<file path="src/rtl/linear_pkg.sv">
// Shared types and helpers for the multiplier/accumulator/output-stage chain.
package linear_pkg;

    localparam int unsigned MAX_PIPE_LATENCY = 64;
    localparam int unsigned DEF_PRECISION    = 8;
    localparam int unsigned DEF_NUM_FEATURES = 2;

    typedef logic [DEF_NUM_FEATURES-1:0][DEF_PRECISION-1:0] res_vec_t;

    function automatic int unsigned out_word_width(input int unsigned pack_factor,
                                                   input int unsigned num_features,
                                                   input int unsigned precision);
        return pack_factor * num_features * precision;
    endfunction

endpackage

</file>
<file path="src/rtl/sync_fifo.sv">
// Synchronous first-word fall-through FIFO; a push into a full FIFO is accepted only with a pop.
module sync_fifo #(
    parameter int unsigned WIDTH = 8,
    parameter int unsigned DEPTH = 16,
    localparam int unsigned CNT_W = $clog2(DEPTH + 1),
    localparam int unsigned PTR_W = (DEPTH > 1) ? $clog2(DEPTH) : 1
) (
    input  logic             clk,
    input  logic             rst,
    input  logic             push,
    input  logic             pop,
    input  logic [WIDTH-1:0] wr_data,
    output logic [WIDTH-1:0] rd_data,
    output logic [CNT_W-1:0] count,
    output logic             full,
    output logic             empty
);

    logic [WIDTH-1:0] mem [DEPTH];
    logic [PTR_W-1:0] wr_ptr;
    logic [PTR_W-1:0] rd_ptr;
    logic             wr_en;
    logic             rd_en;

    always_comb begin
        full    = (count == CNT_W'(DEPTH));
        empty   = (count == '0);
        rd_en   = pop & ~empty;
        wr_en   = push & (~full | rd_en);
        // head is forced to zero when empty so reset presents a clean output word
        rd_data = empty ? '0 : mem[rd_ptr];
    end

    always_ff @(posedge clk) begin
        if (rst) begin
            wr_ptr <= '0;
            rd_ptr <= '0;
            count  <= '0;
        end else begin
            if (wr_en) wr_ptr <= wr_ptr + 1'b1;
            if (rd_en) rd_ptr <= rd_ptr + 1'b1;
            case ({wr_en, rd_en})
                2'b10:   count <= count + 1'b1;
                2'b01:   count <= count - 1'b1;
                default: count <= count;
            endcase
        end
    end

    always_ff @(posedge clk) begin
        if (wr_en) mem[wr_ptr] <= wr_data;
    end

endmodule

</file>
<file path="src/rtl/output_collector.sv">
// Captures pipeline results by validity tag, packs them into wide words and
// buffers the words for a valid/ready consumer with upstream backpressure.
module output_collector
    import linear_pkg::*;
#(
    parameter int unsigned PRECISION       = 8,
    parameter int unsigned NUM_FEATURES    = 2,
    parameter int unsigned PIPE_LATENCY    = 6,
    parameter int unsigned PACK_FACTOR     = 4,
    parameter int unsigned FIFO_DEPTH      = 16,
    parameter int unsigned WORDS_PER_FRAME = 8,
    localparam int unsigned W = out_word_width(PACK_FACTOR, NUM_FEATURES, PRECISION)
) (
    input  logic                              clk,
    input  logic                              rst,
    input  logic                              ce,
    input  logic                              in_valid,
    input  logic [NUM_FEATURES*PRECISION-1:0] res_in,
    input  logic                              flush,
    output logic                              ce_allow,
    output logic                              m_valid,
    input  logic                              m_ready,
    output logic [W-1:0]                      m_data,
    output logic                              m_last,
    output logic                              overflow
);

    localparam int unsigned VW     = NUM_FEATURES * PRECISION;
    localparam int unsigned SLOT_W = (PACK_FACTOR > 1) ? $clog2(PACK_FACTOR) : 1;
    localparam int unsigned WORD_W = (WORDS_PER_FRAME > 1) ? $clog2(WORDS_PER_FRAME) : 1;
    localparam int unsigned CNT_W  = $clog2(FIFO_DEPTH + 1);

    logic [PIPE_LATENCY-1:0]         tag;
    logic [SLOT_W-1:0]               slot_cnt;
    logic [WORD_W-1:0]               word_cnt;
    logic [PACK_FACTOR-1:0][VW-1:0]  pack_reg;
    logic [PACK_FACTOR-1:0][VW-1:0]  pack_next;
    logic                            flush_pend;
    logic                            capture;
    logic                            slot_last;
    logic                            word_last;
    logic                            flush_push;
    logic                            push;
    logic                            pop;
    logic [W:0]                      push_data;
    logic [W:0]                      head;
    logic [CNT_W-1:0]                fifo_count;
    logic                            fifo_full;
    logic                            fifo_empty;

    always_comb begin
        capture    = ce & tag[PIPE_LATENCY-1];
        slot_last  = (slot_cnt == SLOT_W'(PACK_FACTOR - 1));
        word_last  = (word_cnt == WORD_W'(WORDS_PER_FRAME - 1));
        // a flush waits for a capture-free cycle so a concurrent capture lands first
        flush_push = flush_pend & ~capture & (slot_cnt != '0);
        pack_next  = pack_reg;
        if (capture) pack_next[slot_cnt] = res_in;
        push       = (capture & slot_last) | flush_push;
        push_data  = {word_last, pack_next};
        m_valid    = ~fifo_empty;
        pop        = m_valid & m_ready;
        m_data     = head[W-1:0];
        m_last     = head[W];
        ce_allow   = (fifo_count < CNT_W'(FIFO_DEPTH - 1)) | pop;
    end

    always_ff @(posedge clk) begin
        if (rst) begin
            tag        <= '0;
            slot_cnt   <= '0;
            word_cnt   <= '0;
            pack_reg   <= '0;
            flush_pend <= 1'b0;
            overflow   <= 1'b0;
        end else begin
            if (ce) tag <= (tag << 1) | PIPE_LATENCY'(in_valid);

            if (push) begin
                pack_reg <= '0;
                slot_cnt <= '0;
            end else if (capture) begin
                pack_reg <= pack_next;
                slot_cnt <= slot_cnt + 1'b1;
            end

            if (push) word_cnt <= word_last ? '0 : word_cnt + 1'b1;

            if (flush)                               flush_pend <= 1'b1;
            else if (flush_push || slot_cnt == '0)   flush_pend <= 1'b0;

            if (push & fifo_full & ~pop) overflow <= 1'b1;
        end
    end

    sync_fifo #(
        .WIDTH (W + 1),
        .DEPTH (FIFO_DEPTH)
    ) u_fifo (
        .clk     (clk),
        .rst     (rst),
        .push    (push),
        .pop     (pop),
        .wr_data (push_data),
        .rd_data (head),
        .count   (fifo_count),
        .full    (fifo_full),
        .empty   (fifo_empty)
    );

endmodule

</file>
<file path="config.mk">
export PLATFORM = sky130hd
export DESIGN_NAME = output_collector
export DESIGN_NICKNAME = d
export VERILOG_FILES = /design/src/rtl/linear_pkg.sv /design/src/rtl/sync_fifo.sv /design/src/rtl/output_collector.sv
export SDC_FILE = /design/constraint.sdc
export NUM_CORES = 1
export LEC_CHECK = 0
export ABC_AREA = 1
export ABC_CLOCK_PERIOD_IN_PS = 5200
export CORE_MARGIN = 2
export CORE_UTILIZATION = 40
export CTS_CLUSTER_SIZE = 20
export DETAILED_ROUTE_END_ITERATION = 8
export PLACE_DENSITY = 0.57
export SLEW_MARGIN = 10
export SYNTH_ARGS = -nofsm -noshare
export SYNTH_HDL_FRONTEND = slang
export SYNTH_SLANG_ARGS = --single-unit
export TNS_END_PERCENT = 20
</file>
<file path="constraint.sdc">
create_clock -name clk -period 5.2 [get_ports clk]
set_input_delay 0.52 -clock clk [delete_from_list [all_inputs] [get_ports clk]]
set_output_delay 0.52 -clock clk [all_outputs]
set_load 0.05 [all_outputs]
</file>
=== After elaboration in Yosys (flattened, before gate mapping) ===
Memory sizes are Yosys's and may differ from the RTL's. A register that Yosys moved wholly into a read port is not among the register bits.
Index checks and enable logic that the tools add are counted.
W data, S select, Z words.

* Input bits: 22
* Register bits: 90
* Logic and storage cells: 65
* Memories kept: 1
* RAM bits: 1040
* Output and inout bits: 68

* Reductions and logical operators: 8
* Multiplexer cells: 13
* Eq/ne operators: 5
* Add/subtract/negate cells: 6
* Order comparisons: 3
* Bitwise logic cells: 17

{| class="wikitable"
|+ Memories
! memory !! depth !! width !! rd ports !! clocked after Yosys merged registers in !! write ports !! line !! source
|-
| u_fifo.mem || 16 || 65 || 1 || 1 || 1 || sync_fifo.sv:19 || <nowiki>logic [WIDTH-1:0] mem [DEPTH];</nowiki>
|}

{| class="wikitable"
|+ Operator list
! operator !! count
|-
| $mux W65 || 1
|-
| $bwmux W64 || 1
|-
| $mux W64 || 1
|-
| $demux W16 S2 || 1
|-
| $mux W16 || 1
|-
| $pmux W5 S2 || 1
|-
| $and A1 B1 Y1 || 9
|-
| $add A4 B1 Y4 const B || 2
|-
| $mux W4 || 2
|-
| $or A6 B1 Y6 || 1
|-
| $reduce_bool A2 Y1 || 3
|-
| $add A5 B1 Y5 const B || 1
|-
| $eq A5 B5 Y1 const B || 1
|-
| $logic_not A5 Y1 || 1
|-
| $lt A5 B4 Y1 const B || 1
|-
| $sub A5 B1 Y5 const B || 1
|-
| $eq A2 B2 Y1 const B || 2
|-
| $mux W1 || 4
|-
| $not A1 Y1 || 4
|-
| $add A3 B1 Y3 const B || 1
|-
| $eq A3 B3 Y1 const B || 1
|-
| $lt A2 B3 Y1 const B || 1
|-
| $mux W3 || 1
|-
| $or A1 B1 Y1 || 3
|-
| other kinds (7) || 7
|}

=== Depth between registers and ports, before layout ===
* Word-level depth: 8
* Depth in mapped cells: 18
* Depth with buffers taken out: 18

=== By module ===
A second synthesis with hierarchy kept.

* Cells, all modules: 3622
* Area, all modules: 45102.0 µm²

{| class="wikitable"
|+ By module, submodules not included
! module !! cells each !! area each (µm²) !! times used
|-
| sync_fifo || 3150 || 41775.1 || 1
|-
| output_collector || 472 || 3326.9 || 1
|}

=== Worst setup path after synthesis ===
Ideal clock, no wire load.

* Kind: register -> register
* Start: register slot_cnt[0]
* End: memory u_fifo.mem[11][0] (netlist bit), enable pin
* Stages on the path, launching flop included: 10
* Slack: 0.825 ns
* Data arrival time: 3.887 ns
* Setup time: 0.488 ns
* Period minus slack after synthesis: 4.375 ns
* Data required time: 4.712 ns
* Cell sequence: dfxtp_1 inv_1 ha_1 inv_1 nand3_2 nand2_4 nand2_4 inv_2 nand2_1 nor2_1

* Cells in the longest elaborated chain, start to end: 6
* Elaborated cells between the ends (all ways): 8

{| class="wikitable"
|+ RTL lines
! item !! line !! source
|-
| start: declaration || output_collector.sv:34 || <nowiki>logic [SLOT_W-1:0] slot_cnt;</nowiki>
|-
| start signal: assignment || output_collector.sv:84 || <nowiki>slot_cnt <= slot_cnt + 1'b1;</nowiki>
|-
| $eq A2 B2 Y1 or $reduce_bool A2 Y1 (tied branches) || output_collector.sv:53, output_collector.sv:56 ||
|-
| $and A1 B1 Y1, on equally long branches || output_collector.sv:59, output_collector.sv:56 ||
|-
| $or A1 B1 Y1 * || output_collector.sv:59 || <nowiki>push = (capture & slot_last) | flush_push;</nowiki>
|-
| $and A1 B1 Y1 * || sync_fifo.sv:29 || <nowiki>wr_en = push & (~full | rd_en);</nowiki>
|-
| $mux W1 * || sync_fifo.sv:51 || <nowiki>if (wr_en) mem[wr_ptr] <= wr_data;</nowiki>
|-
| $mux W1 (not written as such) * || sync_fifo.sv:51 ||
|-
| end: declaration || sync_fifo.sv:19 ||
|}

Mark *: on every way between the ends. The rest lies on a longest branch, timed or not.

==> flow_metrics.env <==
export IMPL_multi_input_area_um2=11260
export IMPL_timing_final_ws_setup_ns=0.09936
export IMPL_cap_violations=0
export IMPL_start_util_pct=40.14
export IMPL_holdCritStartpoint="in_valid"
export IMPL_clock_path_buffers=3
export IMPL_violations="max-slew violations"
export IMPL_final_common_cell="nand2_1"
export IMPL_drt_first_pass_iters=6
export IMPL_p_leak_nw=23.00
export IMPL_ys_ff_latch=1134
export IMPL_hold_path_class="in -> reg"
export IMPL_rows=127
export IMPL_hold_buffers=0
export IMPL_max_freq_mhz=196.1
export IMPL_tritoncts="built"
export IMPL_core_area_um2=119500
export IMPL_yosysUniqueCellTypes=31
export IMPL_cts_max_level=3
export IMPL_drc=0
export IMPL_finalSetupTns_ns=0
export IMPL_first_iter_violations=3114
export IMPL_timing_critical_path_from_type="flip-flop"
export IMPL_p_per_area_nw_per_um2=466.7
export IMPL_cts_sinks=1134
export IMPL_fin_worst_skew_ns=0.04045
export IMPL_tightest_slew_ns=1.874
export IMPL_final_cell_mix="nand2_1, edfxtp_1, nand3_1, inv_1, clkbuf_16"
export IMPL_fill_cells=11110
export IMPL_synth_ff_type="edfxtp_1"
export IMPL_grt_start_max_net_pins=237
export IMPL_status="finished, violations left"
export IMPL_worst_hold_slack_ns=0.4211
export IMPL_min_to="tag[0]$_SDFFE_PP0P_"
export IMPL_finalPower_mw=25.40
export IMPL_fin_crit_sh_pct=98.09
export IMPL_ir_drop_uv=378.3
export IMPL_grt_pass1_wl_um=194500
export IMPL_vias=31960
export IMPL_dp_slack_ns=1.348
export IMPL_largest_reg_flops=1040
export IMPL_ctsRootBufferMaster="clkbuf_16"
export IMPL_yosysSeqAreaShare_pct=69.04
export IMPL_cp_end_kind="output port"
export IMPL_fp_dieW_um=350.3
export IMPL_clk_pin_slew_ns=0.06
export IMPL_required_ns=4.68
export IMPL_wl_um=130800
export IMPL_io_pins=90
export IMPL_synthToLayoutAreaGrowth_pct=13.47
export IMPL_finalHoldViolCount=0
export IMPL_path_class="reg -> out"
export IMPL_dieArea_um2=122700
export IMPL_synthArstFlopShare_pct=0
export IMPL_antenna_found_initial=6
export IMPL_grt_use_total_pct=21.20
export IMPL_register_area_um2=33130
export IMPL_synthCells=4663
export IMPL_timing_final_crit_period_ns=5.101
export IMPL_ff2ff_path_depth=10
export IMPL_cp_max_fo=236
export IMPL_r2r_slack_ns=2.18
export IMPL_setup_viol=0
export IMPL_cts_setup_buffers=0
export IMPL_postRouteAntennaNets=0
export IMPL_max_slew_margin_pct=-24.92
export IMPL_grt_pass1_vias=30470
export IMPL_placed_cell_area_um2=50600
export IMPL_clk_latency_ns=0.72
export IMPL_synth_edf_count=1040
export IMPL_r2r_start="slot_cnt[0]$_SDFFE_PP0P_"
export IMPL_fin_area_um2=54420
export IMPL_fp_dieH_um=350.3
export IMPL_synth_nets=4700
export IMPL_synth_cell_area_um2=47960
export IMPL_yosysWarnings=0
export IMPL_drive_gt1_share_pct=6.223
export IMPL_numCtsBuffers=119
export IMPL_grt_overflow=0
export IMPL_worstHoldPathCells=3
export IMPL_final_max_slew_viol_count=160
export IMPL_vias_per_cell=4.979
export IMPL_syn_area_per_cell_um2=10.29
export IMPL_port_buffers=89
export IMPL_dpl_hpwl_um=65070
export IMPL_arrival_ns=4.58
export IMPL_wl_per_cell_um=20.38
export IMPL_cts_resized=0
export IMPL_gp_congestion=0.7550
export IMPL_rsz0062_at_grt="false"
export IMPL_final_net_count=4741
export IMPL_timing_rr_end="u_fifo.mem[12][59]$_DFFE_PP_"
-- cell families (layout without fill, tap and decap cells) --
logic type               count (synthesis)  after routing  share of synthesized area (%)
buffers and inverters                  906           1048                          7.727
XOR/XNOR                                 4              4                        0.07306
flip-flops                            1134           1134                          69.04
other                                    0              2                              0
adder cells (fa/ha/maj)                 15             15                         0.3913
AO/OA/AOI/OAI                          164            164                          1.730
AND/OR/NAND/NOR                       2440           2440                          21.04
-- cell type report --
cell class              instances  area share, %
inverters                     664          4.646
diodes                          2       0.009196
clock buffers                 170          6.177
well taps                    1612          3.706
multi-input cells            2623          20.70
flip-flops and latches       1134          60.87
repair buffers                162          3.058
clock inverters                52         0.8368
-- per-stage QoR --
step	utilization [%]	instances
6_report	45.54	6419
5_1_grt	45.54	6417
4_1_cts	45.54	6417
3_5_place_dp	42.35	6195
3_3_place_gp	42.35	6195
2_1_floorplan	-	4663
-- where the power goes --
group          internal [mW]  switching, mW
registers               9.92          0.139
clock network           4.77           3.52
logic                   1.92           5.13
total                   16.6           8.78
-- cell usage after synthesis (2+ instances only) --
master	instances	share of area [%]
a21oi_1	79	0.82
buf_1	16	0.13
buf_2	140	1.5
buf_4	20	0.31
buf_6	5	0.12
clkbuf_1	59	0.46
dfxtp_1	94	3.9
edfxtp_1	1040	65
ha_1	15	0.39
inv_1	657	5.1
inv_2	5	0.039
inv_4	2	0.026
nand2_1	1645	13
nand2_4	4	0.094
nand3_1	661	6.9
nor2_1	101	0.79
nor2_2	10	0.13
o21ai_0	81	0.85
or2_1	5	0.065
or2_2	11	0.14
xor2_1	3	0.055
-- how the worst max path moves through the flow --
stage                                  start                      endpoint  slack (ns)  cells past startpoint
floorplan           slot_cnt[0]$_SDFFE_PP0P_   u_fifo.mem[11][0]$_DFFE_PP_        0.82                      9
global placement                   flip-flop                    m_data[10]        1.30                      9
detailed placement                        ce  u_fifo.mem[12][47]$_DFFE_PP_        1.35                     10
CTS                                flip-flop                    m_data[55]        0.57                      8
global route                       flip-flop                    m_data[47]        0.41                      9
finish                             flip-flop                    m_data[46]         0.1                      8
-- critical path: stages (launching register included) --
cell and delay [ns]:
dfxtp_4 0.64, inv_16 0.17, buf_12 0.62, nand2_1 0.11, nand3_1 0.07, nand3_1 0.11
nand3_1 0.11, a21oi_1 0.41, clkdlybuf4s50_1 0.89
-- metal layers --
metal  wire [um]  vias to the layer above  part of all wire (%)  GRT usage, %
li1            -                    15230                     -             -
met3        8652                      177                   6.6         3.223
met4        2737                        6                   2.1         5.501
met1       58170                    15550                    44         29.38
met2       61220                     1002                    47         34.94
met5          38                        -                 0.029             0
No activity file was read; power rests on OpenSTA's default activity.
